$ cat config.mk
export PLATFORM = sky130hd
export DESIGN_NAME = dmem_arbiter
export DESIGN_NICKNAME = d
export VERILOG_FILES = /design/src/rtl/dmem_arbiter.sv
export SDC_FILE = /design/constraint.sdc
export NUM_CORES = 1
export LEC_CHECK = 0
export ABC_AREA = 1
export CAP_MARGIN = 40
export CORE_AREA = 5 5 116 118
export CTS_CLUSTER_DIAMETER = 30
export DETAILED_ROUTE_END_ITERATION = 7
export DIE_AREA = 0 0 121 123
export PLACE_DENSITY = 0.72
export SLEW_MARGIN = 20
export SYNTH_ARGS = -nofsm -noshare
export SYNTH_HDL_FRONTEND = slang
export SYNTH_SLANG_ARGS = --single-unit
$ cat constraint.sdc
create_clock -name clock -period 2 [get_ports clock]
set_input_delay 0.4 -clock clock [delete_from_list [all_inputs] [get_ports clock]]
set_output_delay 0.4 -clock clock [all_outputs]
set_load 0.01 [all_outputs]
$ cat src/rtl/dmem_arbiter.sv
// Two-port arbiter that shares a single-port data memory between the CPU port (0) and a
// secondary master (1), with range/alignment rejection, lock support and registered responses.
`timescale 1ns / 1ps

module dmem_arbiter #(
  parameter int unsigned ADDR_LIMIT     = 512,
  parameter int unsigned FIXED_PRIORITY = 0
) (
  input  logic        clock,
  input  logic        reset,

  input  logic        p0_valid,
  input  logic        p0_write,
  input  logic        p0_lock,
  input  logic [31:0] p0_addr,
  input  logic [31:0] p0_wdata,
  output logic        p0_ready,
  output logic        p0_rvalid,
  output logic [31:0] p0_rdata,
  output logic        p0_err,

  input  logic        p1_valid,
  input  logic        p1_write,
  input  logic        p1_lock,
  input  logic [31:0] p1_addr,
  input  logic [31:0] p1_wdata,
  output logic        p1_ready,
  output logic        p1_rvalid,
  output logic [31:0] p1_rdata,
  output logic        p1_err,

  output logic [31:0] mem_address,
  output logic        mem_write,
  output logic        mem_read,
  output logic [31:0] mem_wdata,
  input  logic [31:0] mem_rdata
);

  typedef enum logic [1:0] {
    LockNone = 2'b00,
    LockP0   = 2'b01,
    LockP1   = 2'b10
  } lock_e;

  lock_e       r_lock_state;
  lock_e       w_lock_next;
  logic        r_last_grant;   // port granted by the most recent accepted request

  logic        r_p0_rvalid;
  logic        r_p0_err;
  logic [31:0] r_p0_rdata;
  logic        r_p1_rvalid;
  logic        r_p1_err;
  logic [31:0] r_p1_rdata;

  logic        w_grant0;
  logic        w_grant1;
  logic        w_any_grant;
  logic        w_err0;
  logic        w_err1;
  logic        w_sel_err;
  logic        w_sel_write;
  logic [31:0] w_sel_addr;
  logic [31:0] w_sel_wdata;

  assign w_err0 = (p0_addr >= 32'(ADDR_LIMIT)) || (p0_addr[1:0] != 2'b00);
  assign w_err1 = (p1_addr >= 32'(ADDR_LIMIT)) || (p1_addr[1:0] != 2'b00);

  // A lock owner blocks the other port even while the owner itself is idle.
  always_comb begin
    w_grant0 = 1'b0;
    w_grant1 = 1'b0;
    if (reset) begin
      unique case (r_lock_state)
        LockP0: w_grant0 = p0_valid;
        LockP1: w_grant1 = p1_valid;
        default: begin
          if (p0_valid && p1_valid) begin
            if ((FIXED_PRIORITY != 0) || r_last_grant) begin
              w_grant0 = 1'b1;
            end else begin
              w_grant1 = 1'b1;
            end
          end else begin
            w_grant0 = p0_valid;
            w_grant1 = p1_valid;
          end
        end
      endcase
    end
  end

  assign w_any_grant = w_grant0 | w_grant1;
  assign w_sel_err   = w_grant1 ? w_err1   : w_err0;
  assign w_sel_write = w_grant1 ? p1_write : p0_write;
  assign w_sel_addr  = w_grant1 ? p1_addr  : p0_addr;
  assign w_sel_wdata = w_grant1 ? p1_wdata : p0_wdata;

  always_comb begin
    mem_address = '0;
    mem_wdata   = '0;
    mem_write   = 1'b0;
    mem_read    = 1'b0;
    if (w_any_grant && !w_sel_err) begin
      mem_address = w_sel_addr;
      if (w_sel_write) begin
        mem_write = 1'b1;
        mem_wdata = w_sel_wdata;
      end else begin
        mem_read = 1'b1;
      end
    end
  end

  // Only a granted port can touch the lock, and a locked state only ever grants its owner.
  always_comb begin
    w_lock_next = r_lock_state;
    if (w_grant0) begin
      w_lock_next = p0_lock ? LockP0 : LockNone;
    end else if (w_grant1) begin
      w_lock_next = p1_lock ? LockP1 : LockNone;
    end
  end

  always_ff @(posedge clock) begin
    if (!reset) begin
      r_lock_state <= LockNone;
      r_last_grant <= 1'b1;
      r_p0_rvalid  <= 1'b0;
      r_p0_err     <= 1'b0;
      r_p0_rdata   <= '0;
      r_p1_rvalid  <= 1'b0;
      r_p1_err     <= 1'b0;
      r_p1_rdata   <= '0;
    end else begin
      r_lock_state <= w_lock_next;
      if (w_any_grant) begin
        r_last_grant <= w_grant1;
      end
      r_p0_rvalid <= w_grant0;
      r_p0_err    <= w_grant0 & w_err0;
      r_p0_rdata  <= (w_grant0 && !w_err0 && !p0_write) ? mem_rdata : '0;
      r_p1_rvalid <= w_grant1;
      r_p1_err    <= w_grant1 & w_err1;
      r_p1_rdata  <= (w_grant1 && !w_err1 && !p1_write) ? mem_rdata : '0;
    end
  end

  assign p0_ready  = w_grant0;
  assign p1_ready  = w_grant1;
  assign p0_rvalid = r_p0_rvalid;
  assign p0_err    = r_p0_err;
  assign p0_rdata  = r_p0_rdata;
  assign p1_rvalid = r_p1_rvalid;
  assign p1_err    = r_p1_err;
  assign p1_rdata  = r_p1_rdata;

endmodule
==> impl_metrics.py <==
metrics = {
    "job": {
        "max_cap_violations": 0,
    },
    "critical_path": {
        "path_buf_inv": 6,
        "crit_required_ns": 1.60,
        "path_max_fanout": 6,
        "crit_family": "buffers and inverters",
        "cp_cell_sequence": "inv_2, ha_4, nand3_2, nand2_4, buf_6, o21ai_2, inv_2, nand3_4, buf_4, clkbuf_16, nor2_2, buf_2",
        "cp-start-kind": "flip-flop",
        "slowest_delay_ns": 0.33,
        "cp-end-kind": "output port",
        "crit_arrival_ns": 2.13,
        "critPathSlowestCell": "dfxtp_2",
        "cp_common_cell": "inv_2",
        "critPathKind": "flip-flop to output port",
    },
    "clock_tree": {
        "cts_tree": "built",
        "clock_latency_ns": 0.32,
        "cts_root_buf": "clkbuf_16",
        "cts_htree_levels": 3,
        "path_clk_slew_ns": 0.05,
        "hold_buffers": 0,
        "cts_made_buffers": 9,
        "cts.sinks": 71,
        "clk_path_buf_depth": 2,
    },
    "power_and_ir_drop": {
        "peakVddDrop_mv": 0.352,
        "p_per_area_nw_per_um2": 561,
        "p_leak_nw": 3.40,
    },
    "layout": {
        "final_cells": 981,
        "syn_to_final_growth_pct": 109,
        "diodes": 0,
        "utilization_pct": 55.6,
        "nets": 977,
        "fillers": 1153,
        "layout-drive-gt1-share_pct": 18.9,
    },
    "global_routing": {
        "grt_pass1_wl_um": 18700,
        "grt_max_degree": 33,
        "antenna_found_initial": 0,
        "grt_pass1_vias": 3804,
        "grt_overflow": 0,
        "track_usage_pct": 16.2,
    },
    "sta": {
        "finalHoldViolations": 0,
        "finalCriticalPeriod_ns": 2.53,
        "rsz0062_at_grt": "true",
        "maxSlewViolCount": 0,
        "holdWs_ns": 0.536,
        "setup_viol": 42,
        "clock_skew_ns": 0.00216,
        "fmax_mhz": 396,
        "timing.final.ws_setup_ns": -0.527,
        "finalCritPeriodShare_pct": 126,
    },
    "placed_design": {
        "place_hpwl_um": 10400,
        "gp_congestion": 0.794,
        "numPortBuffers": 278,
        "dp.cells": 956,
        "post-place-ws_ns": -0.978,
    },
    "synthesis": {
        "avgSynthCellArea_um2": 6.62,
        "ys_ff_latch": 71,
        "yosys.area_share.simple_pct": 35.6,
        "ys_seq_area_share_pct": 43.2,
        "synthesis.area_um2": 3290,
        "synth_compound_area_share_pct": 0.951,
        "synth_top_family_by_area": "simple AND/OR/NAND/NOR gates",
        "postSynthCellCount": 497,
        "synth_xor_area_share_pct": 0,
        "synth.mux.area_fraction_pct": 0,
        "synth_fa_ha_area_share_pct": 0.761,
        "synth_cell_types": 23,
        "yosys_warnings": 0,
    },
    "detailed_routing": {
        "vias": 3776,
        "drtIter0Drc": 160,
        "avgViaCountPerCell": 3.85,
        "wire_per_inst_um": 13.0,
        "totalWireLength_um": 12800,
        "first_pass_iters": 4,
        "drt.antenna.violating_nets": 0,
        "drc_errors": 0,
    },
    "floorplanning": {
        "start_util_pct": 26.6,
        "core_um2": 12400,
        "die_y_um": 123,
        "die_area_um2": 14900,
        "rows": 41,
        "die_x_um": 121,
        "pin_count": 304,
    },
    "min_path": {
        "hold_class": "flip-flop to flip-flop",
    },
    "status": {
        "status": "finished, violations left",
        "violations": "negative setup slack",
    },
}
[sequential cells by signal (all words and copies together), names as in the netlist]
signal	count
p0_rdata	32
p1_rdata	32
r_lock_state	2
p0_err	1
p0_rvalid	1
p1_err	1
p1_rvalid	1
r_last_grant	1
[through the flow]
stage / setup TNS, ns / total power, W / instance area [um2]
global route: -23.31 / 0.00405 / 6870
global placement: -39.19 / 0.00227 / 6360
floorplan: -0.200 / 0.00180 / 3380
CTS: -19.62 / 0.00385 / 6720
detailed placement: -38.94 / 0.00227 / 6360
finish: -18.91 / 0.00386 / 6870
[final cells by class]
| class | instances | area (um2) | share of cell area (%) |
|---|---|---|---|
| clock inverters | 1 | 30.0 | 0.437 |
| inverters | 89 | 337 | 4.90 |
| clock buffers | 12 | 256 | 3.73 |
| well taps | 172 | 215 | 3.13 |
| multi-input cells | 318 | 1520 | 22.1 |
| flip-flops and latches | 71 | 1420 | 20.7 |
| repair buffers | 318 | 3090 | 45.0 |
[worst reg2reg max path, cell delays in order, from the launching register on]
cell	delay (ns)
dfxtp_2	0.33
inv_2	0.05
ha_4	0.30
buf_6	0.11
o21ai_4	0.06
nor2_4	0.10
buf_4	0.14
nand4_1	0.13
buf_12	0.20
nor2_1	0.15
[synth_stat cells]
library cell,instances,area share (%)
buf_6,4,1.4
nand2_1,139,16
inv_1,87,9.9
nor2_1,113,13
o31ai_1,1,0.23
o21ai_1,1,0.15
nand3b_1,2,0.46
buf_2,14,2.1
buf_4,25,5.7
nand3_1,5,0.76
nor2_2,20,3.8
inv_2,2,0.23
dfxtp_1,71,43
nand2_2,1,0.19
nand4_1,2,0.38
ha_1,2,0.76
or2_1,1,0.19
a21oi_1,2,0.30
nand3_4,1,0.53
o21ai_2,1,0.27
nor2_4,1,0.34
conb_1,1,0.11
nor3_1,1,0.15
[worst paths after layout]
check | start | endpoint | slack, ns | depth (start not counted)
setup / recovery | r_lock_state[0]$_SDFFE_PN0P_ | mem_wdata[11] | -0.53 | 12
hold / removal | r_last_grant$_SDFFE_PN1P_ | r_last_grant$_SDFFE_PN1P_ | 0.54 | 2
setup reg to reg | r_lock_state[0]$_SDFFE_PN0P_ | p0_rdata[27]$_SDFF_PN0_ | 0.34 | 9
hold reg to reg | r_last_grant$_SDFFE_PN1P_ | r_last_grant$_SDFFE_PN1P_ | 0.54 | 2
[timing repair]
item                       4_1_cts  5_1_grt
setup buffers                    7        6
pin swaps                       27       13
setup endpoints to repair       43       43
gates cloned                     2        1
resized for setup              241       33
[placed cells by master (no fill, tap or decap), types with 2 or more instances in the layout]
cell,n
clkdlybuf4s50_1,213
nand2_1,133
nor2_1,95
inv_1,85
dfxtp_1,69
buf_2,29
conb_1,25
buf_4,23
nor2_2,22
buf_6,21
dlygate4sd2_1,18
nor2_4,17
clkbuf_16,10
buf_12,6
nand2_4,4
dlymetal6s2s_1,4
nand2_2,3
inv_2,3
nand3_1,3
nand3_2,2
nand3b_1,2
nand4_1,2
a21oi_1,2
clkbuf_8,2
dfxtp_2,2
[kinds of logic (layout without fill, tap and decap cells)]
group / after synthesis / count (layout)
simple gates: 286 / 286
buf+inv: 132 / 420
flops: 71 / 71
compound gates: 5 / 5
fa+ha+maj: 2 / 2
other cells: 1 / 25
[routing by layer]
metal | routed length (um) | track usage (%) | vias to the layer above
li1 | - | - | 1976
met1 | 4800 | 17.4 | 1573
met2 | 6470 | 30.0 | 207
met3 | 1250 | 5.44 | 20
met4 | 285 | 4.96 | 0
met5 | 0 | 0 | -
[report_power, final]
group          switching [W]  total, W  leakage, nW  internal, W
clock               0.000516   0.00153        0.141      0.00101
combinational       0.000376  0.000894         2.68     0.000517
sequential        0.00000589   0.00143        0.574      0.00143
(Power assumes the default switching activity.)
